**src/rtl/timer_pkg.sv**
```systemverilog
// Shared encodings for the device-bus timer: FSM states, register word offsets,
// CTRL bit positions and counting modes.
package timer_pkg;

  typedef enum logic [1:0] {
    IDLE = 2'd0,
    LOAD = 2'd1,
    CNT  = 2'd2,
    INT  = 2'd3
  } state_t;

  localparam logic [1:0] ADDR_CTRL   = 2'd0;
  localparam logic [1:0] ADDR_PRESET = 2'd1;
  localparam logic [1:0] ADDR_COUNT  = 2'd2;

  localparam int CTRL_EN       = 0;
  localparam int CTRL_MODE_LSB = 1;
  localparam int CTRL_MODE_MSB = 2;
  localparam int CTRL_IM       = 3;

  localparam logic [1:0] MODE_ONESHOT = 2'd0;
  localparam logic [1:0] MODE_RELOAD  = 2'd1;

endpackage

```
**src/rtl/bus_timer.sv**
```systemverilog
// Programmable down-counting timer on the device bus: CTRL/PRESET/COUNT
// register file, a four-state counting FSM and a combinational read mux.
module bus_timer
  import timer_pkg::*;
#(
  parameter int CNT_W = 32
) (
  input  logic        clk,
  input  logic        reset,
  input  logic [1:0]  Addr,
  input  logic [3:0]  BE,
  input  logic        WE,
  input  logic [31:0] Din,
  output logic [31:0] Dout,
  output logic        IRQ
);

  localparam logic [CNT_W-1:0] ONE = CNT_W'(1);

  state_t             r_state;
  logic               r_en;
  logic [1:0]         r_mode;
  logic               r_im;
  logic [CNT_W-1:0]   r_preset;
  logic [CNT_W-1:0]   r_count;
  logic               r_pending;

  state_t             w_stateNext;
  logic [CNT_W-1:0]   w_countNext;
  logic               w_pendSet;
  logic               w_pendClr;
  logic               w_enClr;
  logic               w_wr;
  logic               w_wrCtrl;
  logic               w_wrPreset;
  logic [31:0]        w_dout;

  // Only full-word writes are accepted; anything narrower is dropped.
  assign w_wr       = WE && (BE == 4'b1111);
  assign w_wrCtrl   = w_wr && (Addr == ADDR_CTRL);
  assign w_wrPreset = w_wr && (Addr == ADDR_PRESET);

  always_comb begin
    w_stateNext = r_state;
    w_countNext = r_count;
    w_pendSet   = 1'b0;
    w_pendClr   = 1'b0;
    w_enClr     = 1'b0;
    case (r_state)
      IDLE: begin
        if (r_en) w_stateNext = LOAD;
      end
      LOAD: begin
        w_countNext = r_preset;
        w_stateNext = CNT;
      end
      CNT: begin
        if (!r_en) begin
          w_stateNext = IDLE;
        end else if (r_count > ONE) begin
          w_countNext = r_count - ONE;
        end else begin
          w_countNext = '0;
          w_pendSet   = 1'b1;
          w_stateNext = INT;
        end
      end
      INT: begin
        if (r_mode == MODE_RELOAD) w_pendClr = 1'b1;
        else                       w_enClr   = 1'b1;
        w_stateNext = IDLE;
      end
    endcase
  end

  // A CTRL write beats the one-shot Enable clear; a pending-set beats any clear.
  always_ff @(posedge clk) begin
    if (!reset) begin
      r_state   <= IDLE;
      r_en      <= 1'b0;
      r_mode    <= MODE_ONESHOT;
      r_im      <= 1'b0;
      r_preset  <= '0;
      r_count   <= '0;
      r_pending <= 1'b0;
    end else begin
      r_state <= w_stateNext;
      r_count <= w_countNext;
      if (w_wrCtrl) begin
        r_en   <= Din[CTRL_EN];
        r_mode <= Din[CTRL_MODE_MSB:CTRL_MODE_LSB];
        r_im   <= Din[CTRL_IM];
      end else if (w_enClr) begin
        r_en <= 1'b0;
      end
      if (w_wrPreset) r_preset <= Din[CNT_W-1:0];
      if (w_pendSet)
        r_pending <= 1'b1;
      else if (w_pendClr || w_wrCtrl || w_wrPreset)
        r_pending <= 1'b0;
    end
  end

  always_comb begin
    w_dout = '0;
    case (Addr)
      ADDR_CTRL:   w_dout = {28'd0, r_im, r_mode, r_en};
      ADDR_PRESET: w_dout = 32'(r_preset);
      ADDR_COUNT:  w_dout = 32'(r_count);
      default:     w_dout = '0;
    endcase
  end

  assign Dout = w_dout;
  assign IRQ  = r_im & r_pending;

endmodule

```
**config.mk**
```make
export PLATFORM = sky130hd
export DESIGN_NAME = bus_timer
export DESIGN_NICKNAME = d
export VERILOG_FILES = /design/src/rtl/timer_pkg.sv /design/src/rtl/bus_timer.sv
export SDC_FILE = /design/constraint.sdc
export NUM_CORES = 1
export LEC_CHECK = 0
export CAP_MARGIN = 20
export CELL_PAD_IN_SITES_DETAIL_PLACEMENT = 1
export CELL_PAD_IN_SITES_GLOBAL_PLACEMENT = 1
export CORE_MARGIN = 5
export CORE_UTILIZATION = 41
export CTS_CLUSTER_DIAMETER = 150
export DETAILED_ROUTE_END_ITERATION = 8
export PLACE_DENSITY = 0.94
export SYNTH_ARGS = -nofsm -noshare
export SYNTH_HDL_FRONTEND = slang
export SYNTH_SLANG_ARGS = --single-unit
export TNS_END_PERCENT = 5
```
**constraint.sdc**
```tcl
create_clock -name clk -period 5.9 [get_ports clk]
set_input_delay 1.18 -clock clk [delete_from_list [all_inputs] [get_ports clk]]
set_output_delay 1.18 -clock clk [all_outputs]
set_load 0.01 [all_outputs]
```
==> key figures, run 1 <==
Worst setup path
  – Worst path most repeated cell: clkdlybuf4s50_1
  – WP data arrival: 3.20 ns
  – Max FO, Critical Path: 28
  – Worst R2R Setup Slack: 3.16 ns
  – CP startpoint kind: input port
  – Required @ worst endpoint: 4.72 ns
  – Slowest-stage cell, CP: clkdlybuf4s50_1
  – Max stage delay on crit path: 0.67 ns
  – Crit Path Category: input port to output pin
  – R2R cell count: 8
  – Crit path cell chain: clkdlybuf4s50_1 -> nor2b_2 -> buf_4 -> a22o_1 -> clkdlybuf4s50_1
  – CP Capture Type: output pin

Synthesis
  – Mean area per synthesized cell: 7.40 um2
  – Post-synth top flop: dfxtp_1
  – Gate Count Post-Synth: 538
  – Area share of the largest cell type after synthesis: 35.7%
  – Synthesis Warnings: 0
  – Synth Net Count: 581
  – Post-synthesis cell type count: 53
  – Synth area leader: dfxtp_1
  – Flops & latches, synth: 71
  – EDFF count, synth: 0
  – Asr flop ratio synth: 0%
  – Main area contributors after synthesis: dfxtp_1, a21oi_1, nand2_1, o21ai_0, a22o_1
  – Post-Syn Area: 0.00398 mm2
  – Seq/Total Area, Yosys: 35.7%

Floorplanning
  – Die X: 109 um
  – DIE AREA: 0.0118 mm2
  – Starting Density: 41.3%
  – IO Count: 74
  – FP Rows: 36
  – Die Y: 109 um
  – Floorplan core area: 0.00964 mm2

Route
  – Met3 Wirelength: 772 um
  – ANT nets after route: 0
  – Top Layer Used: met4
  – DR WL met2: 7590 um
  – Via count: 4436
  – Drt drc: 0
  – 1st-iter DRT viols: 256
  – Routed len/inst: 20.0 um
  – Drt total wl: 14600 um
  – Vias/cell: 6.09
  – DRT Pass-1 Iters: 4
  – M1 wire length: 5800 um

Power and ir drop
  – Power Total: 1.01 mW
  – PwrDens: 199 mW/mm2
  – Leakage power: 1.90 nW
  – VDD IR max: 0.0000981 V

Min path
  – Hold Path Depth: 2
  – Hold Path Class: flop to flop

Clock tree
  – PostCTS Resize Cnt: 0
  – Clock Path Buffers: 2
  – Clk root buf: clkbuf_8
  – Clk sinks: 71
  – CTS tree: done
  – Clock Pin Slew Worst Setup and Hold Paths: 0.08 ns
  – CTS Hold Bufs: 0
  – Clk Latency, worst-skew pair: 0.37 ns
  – # Post-CTS Setup Buffers: 0
  – Max H-tree Level: 3
  – TritonCTS Buffers: 9

Timing
  – Final Cycle Share: 74.2%
  – Final setup skew: 0.00998 ns
  – RSZ-0062 raised after global routing: no
  – Total negative slack: 0 ns
  – # setup viols final: 0
  – Slew Limit Fails: 0
  – WHS: 0.480 ns
  – Actual slew at the worst max-slew pin: 1.03 ns
  – Final hold vios: 0
  – Fmax: 228 MHz
  – Slew margin rel.: 31.1%
  – Post-route minimum period: 4.38 ns

GRT
  – Pin count of the biggest net entering global routing: 35
  – GR Util All Layers: 24.9%
  – First-pass GRT wire length: 23300 um
  – Grt ovf: 0
  – Initial antenna violation count: 0
  – Vias in the first global route: 4805

Job
  – Max Cap Viol: 0

Cells and area
  – Layout cells sized above 1: 7.72%
  – # diodes: 0
  – Most common cell after layout, fill and taps aside: nand2_1
  – Most frequent cells in the layout: nand2_1, a21oi_1, clkdlybuf4s50_1
  – Nets@finish: 634
  – Cell area after layout: 0.00506 mm2
  – Area Growth Syn to Fin: 27.1%

Place
  – DP Area: 0.00479 mm2
  – Final Wtd Congestion: 0.841
  – I/O Buffers: 73
  – DPL Wire Length: 9300 um

Status
  – Status: completed
[metrics by stage]
stage	util [%]	setup slack [ns]	cells
CTS	52.0	1.54	727
detailed placement	49.7	1.57	711
floorplan	-	2.34	538
finish	52.5	1.52	729
global route	52.5	1.45	729
global placement	49.5	1.65	710
[cell usage after synthesis (9+ instances only)]
cell type	instances
a21oi_1	77
nand3_1	10
o21ai_0	62
nor3_1	15
nand2_1	98
mux2i_1	9
a22o_1	28
nor2_1	21
inv_1	18
clkbuf_1	35
dfxtp_1	71
[logic make-up (layout without fill, tap and decap cells)]
| logic type | count (synthesis) | in the layout | share of synthesized area [%] |
|---|---|---|---|
| AO/OA/AOI/OAI | 200 | 200 | 30.2 |
| XOR/XNOR | 2 | 2 | 0.440 |
| adder cells (fa/ha/maj) | 2 | 2 | 0.629 |
| buffers and inverters | 58 | 116 | 5.53 |
| flip-flops | 71 | 71 | 35.7 |
| multiplexers | 9 | 9 | 2.26 |
| AND/OR/NAND/NOR | 196 | 196 | 25.2 |
[layout make-up]
cell class | instances | area (um2)
inverters | 19 | 71.3
fillers | 1223 | 4580
repair buffers | 81 | 826
multi-input cells | 409 | 2350
clock buffers | 11 | 141
well taps | 133 | 166
clock inverters | 5 | 81.3
flip-flops and latches | 71 | 1420
[worst max-delay path: cells and delay by family]
kind	cells	cell delay (ns)
simple gates	1	0.22
buf+inv	3	1.57
compound gates	1	0.22
[power by group]
| group | leakage [nW] | switching [mW] | total [mW] | internal [mW] |
|---|---|---|---|---|
| clock | 0.110 | 0.201 | 0.451 | 0.250 |
| sequential | 0.572 | 0.00205 | 0.482 | 0.480 |
| combinational | 1.22 | 0.0376 | 0.0730 | 0.0354 |
| total | 1.90 | 0.241 | 1.01 | 0.765 |
[sequential cells by signal (all words and copies together) (netlist names)]
signal	flops
r_count	32
r_en	1
r_im	1
r_mode	2
r_pending	1
r_preset	32
r_state	2
[path summary, 6_finish.rpt]
path / from / end
setup / recovery: Addr[1] / Dout[23]
hold / removal: r_preset[23] / r_preset[23]
setup reg to reg: r_count[0] / r_count[28]
hold reg to reg: r_preset[23] / r_preset[23]
[layer usage]
metal,track usage [%],vias up
met3,4.48,44
li1,-,2040
met4,10.9,0
met5,0,-
met2,45.1,144
met1,28.4,2208
No activity file was read; power rests on OpenSTA's default activity.
==> run 2: changes to the inputs <==
Settings changed: CORE_UTILIZATION 41 to 38, PLACE_DENSITY 0.94 to 0.88.
Clock period 5.9 ns to 4.55 ns, I/O delays scaled along.
==> key figures, run 2 (synthesis gave the netlist of run 1 again) <==
Route
  – Drt drc: 0 (unchanged)
  – Drt total wl: 13900 um (was 14600 um)
  – DRT Pass-1 Iters: 5 (was 4)
  – Vias/cell: 5.93 (was 6.09)
  – 1st-iter DRT viols: 202 (was 256)
  – Routed len/inst: 18.9 um (was 20.0 um)
  – ANT nets after route: 0 (unchanged)
  – Via count: 4353 (was 4436)

Timing
  – Final setup skew: 0.0120 ns (was 0.00998 ns)
  – Fmax: 265 MHz
  – Slew margin rel.: 25.8% (was 31.1%)
  – Total negative slack: 0 ns (unchanged)
  – # setup viols final: 0 (unchanged)
  – WHS: 0.478 ns (was 0.480 ns)
  – Actual slew at the worst max-slew pin: 1.11 ns (was 1.03 ns)
  – Final hold vios: 0 (unchanged)
  – RSZ-0062 raised after global routing: no (unchanged)
  – Slew Limit Fails: 0 (unchanged)
  – Final Cycle Share: 82.9%
  – Post-route minimum period: 3.77 ns

Place
  – I/O Buffers: 73 (unchanged)
  – DPL Wire Length: 9470 um (was 9300 um)
  – DP Cell Count: 718 (was 711)
  – Final Wtd Congestion: 0.819 (was 0.841)
  – DP Area: 0.00481 mm2 (was 0.00479 mm2)

Worst setup path
  – CP startpoint kind: input port (unchanged)
  – Worst R2R End: r_count[28] (unchanged)
  – Worst R2R Setup Slack: 1.68 ns (was 3.16 ns)
  – CP Capture Type: output pin (unchanged)
  – Max FO, Critical Path: 28 (unchanged)
  – Required @ worst endpoint: 3.64 ns (was 4.72 ns)
  – WP data arrival: 2.86 ns (was 3.20 ns)
  – Crit path capture: Dout[23] (unchanged)
  – R2R cell count: 8 (unchanged)
  – Critical path startpoint: Addr[1] (unchanged)
  – Crit Path Category: input port to output pin (unchanged)
  – Reg2Reg Launch Point: r_count[0] (unchanged)

Floorplanning
  – Floorplan core area: 0.0103 mm2 (was 0.00964 mm2)
  – FP Rows: 37 (was 36)
  – DIE AREA: 0.0126 mm2 (was 0.0118 mm2)
  – Die Y: 112 um (was 109 um)
  – Die X: 112 um (was 109 um)
  – Starting Density: 38.7% (was 41.3%)
  – IO Count: 74 (unchanged)

GRT
  – First-pass GRT wire length: 23200 um (was 23300 um)
  – Initial antenna violation count: 0 (unchanged)
  – GR Util All Layers: 22.2% (was 24.9%)
  – Vias in the first global route: 4704 (was 4805)
  – Grt ovf: 0 (unchanged)
  – Pin count of the biggest net entering global routing: 35 (unchanged)

Power and ir drop
  – Logic pwr share: 7.1% (was 7.3%)
  – Clock power frac: 46.1% (was 44.8%)
  – Leakage power: 1.91 nW (was 1.90 nW)
  – Sequential Power Share: 46.9% (was 47.9%)
  – PwrDens: 264 mW/mm2 (was 199 mW/mm2)
  – Switch Pwr: 301 uW (was 241 uW)
  – Cell Int Power: 1.03 mW (was 765 uW)
  – VDD IR max: 0.000125 V (was 0.0000981 V)
  – Switching share of total power: 22.6% (was 23.9%)
  – Power Total: 1.33 mW (was 1.01 mW)

Clock tree
  – Clock Path Buffers: 2 (unchanged)
  – CTS tree: done (unchanged)
  – Max H-tree Level: 3 (unchanged)
  – TritonCTS Buffers: 9 (unchanged)
  – CTS Hold Bufs: 0 (unchanged)
  – Clk root buf: clkbuf_8 (unchanged)
  – Clk sinks: 71 (unchanged)
  – # Post-CTS Setup Buffers: 0 (unchanged)
  – PostCTS Resize Cnt: 0 (unchanged)
  – Clk Latency, worst-skew pair: 0.36 ns (was 0.37 ns)
  – Clock Pin Slew Worst Setup and Hold Paths: 0.07 ns (was 0.08 ns)

Cells and area
  – # diodes: 0 (unchanged)
  – Most frequent cells in the layout: nand2_1, a21oi_1, clkdlybuf4s50_1 (unchanged)
  – Biggest regs: r_count (32), r_preset (32) (unchanged)
  – Area Growth Syn to Fin: 26.9% (was 27.1%)
  – Cell area after layout: 0.00505 mm2 (was 0.00506 mm2)
  – Fin cells: 734 (was 729)
  – Layout cells sized above 1: 7.86% (was 7.72%)
  – Nets@finish: 636 (was 634)
  – Most common cell after layout, fill and taps aside: nand2_1 (unchanged)

Status
  – Status: completed (unchanged)

Min path
  – Hold Path Class: flop to flop (unchanged)

Job
  – Max Cap Viol: 0 (unchanged)
==> run 2: cell type report <==
| type | instances | area (um2) |
|---|---|---|
| fillers | 1280 | 5230 |
| multi-input cells | 409 | 2350 |
| flip-flops and latches | 71 | 1420 |
| repair buffers | 83 | 806 |
| well taps | 136 | 170 |
| clock buffers | 10 | 128 |
| clock inverters | 6 | 109 |
| inverters | 19 | 71.3 |
==> run 2: critical path, cell delays in order <==
cell and delay [ns]:
clkdlybuf4s50_1 0.66, nor2b_2 0.20, buf_4 0.33, a22o_1 0.21, clkdlybuf4s50_1 0.54
==> run 2: how the worst min path moves through the flow <==
stage,startpoint,to,slack (ns),cells past startpoint
final,r_preset[1],r_preset[1],0.48,2
after detailed placement,r_preset[18],r_preset[18],0.47,2
after global placement,r_preset[2],r_preset[2],0.46,2
after CTS,r_preset[18],r_preset[18],0.48,2
after global routing,r_preset[9],r_preset[9],0.51,2
after floorplan,r_preset[1],r_preset[1],0.45,2
==> run 2: power by group through the flow <==
| stage | registers [mW] | logic, mW | clock network [mW] |
|---|---|---|---|
| after detailed placement | 0.640 | 0.0929 | 0 |
| final | 0.625 | 0.0942 | 0.615 |
| after floorplan | 0.639 | 0.0404 | 0 |
| after CTS | 0.625 | 0.0940 | 0.621 |
| after global placement | 0.640 | 0.0899 | 0 |
| after global routing | 0.626 | 0.101 | 0.645 |
==> run 2: per-layer routing <==
layer / part of all wire, % / wire (um) / track usage, %
met1: 41 / 5760 / 26.6
met2: 51 / 7030 / 38.8
met3: 5.1 / 713 / 4.91
met4: 2.9 / 398 / 8.41
met5: 0 / 0 / 0
==> run 2: per-stage QoR <==
| stage | setup slack (ns) | utilization [%] |
|---|---|---|
| 6_report | 0.778 | 49.1 |
| 5_1_grt | 0.698 | 49.1 |
| 4_1_cts | 0.747 | 49.1 |
| 3_5_place_dp | 0.785 | 46.8 |
| 3_3_place_gp | 0.831 | 46.8 |
| 2_1_floorplan | 1.53 | - |
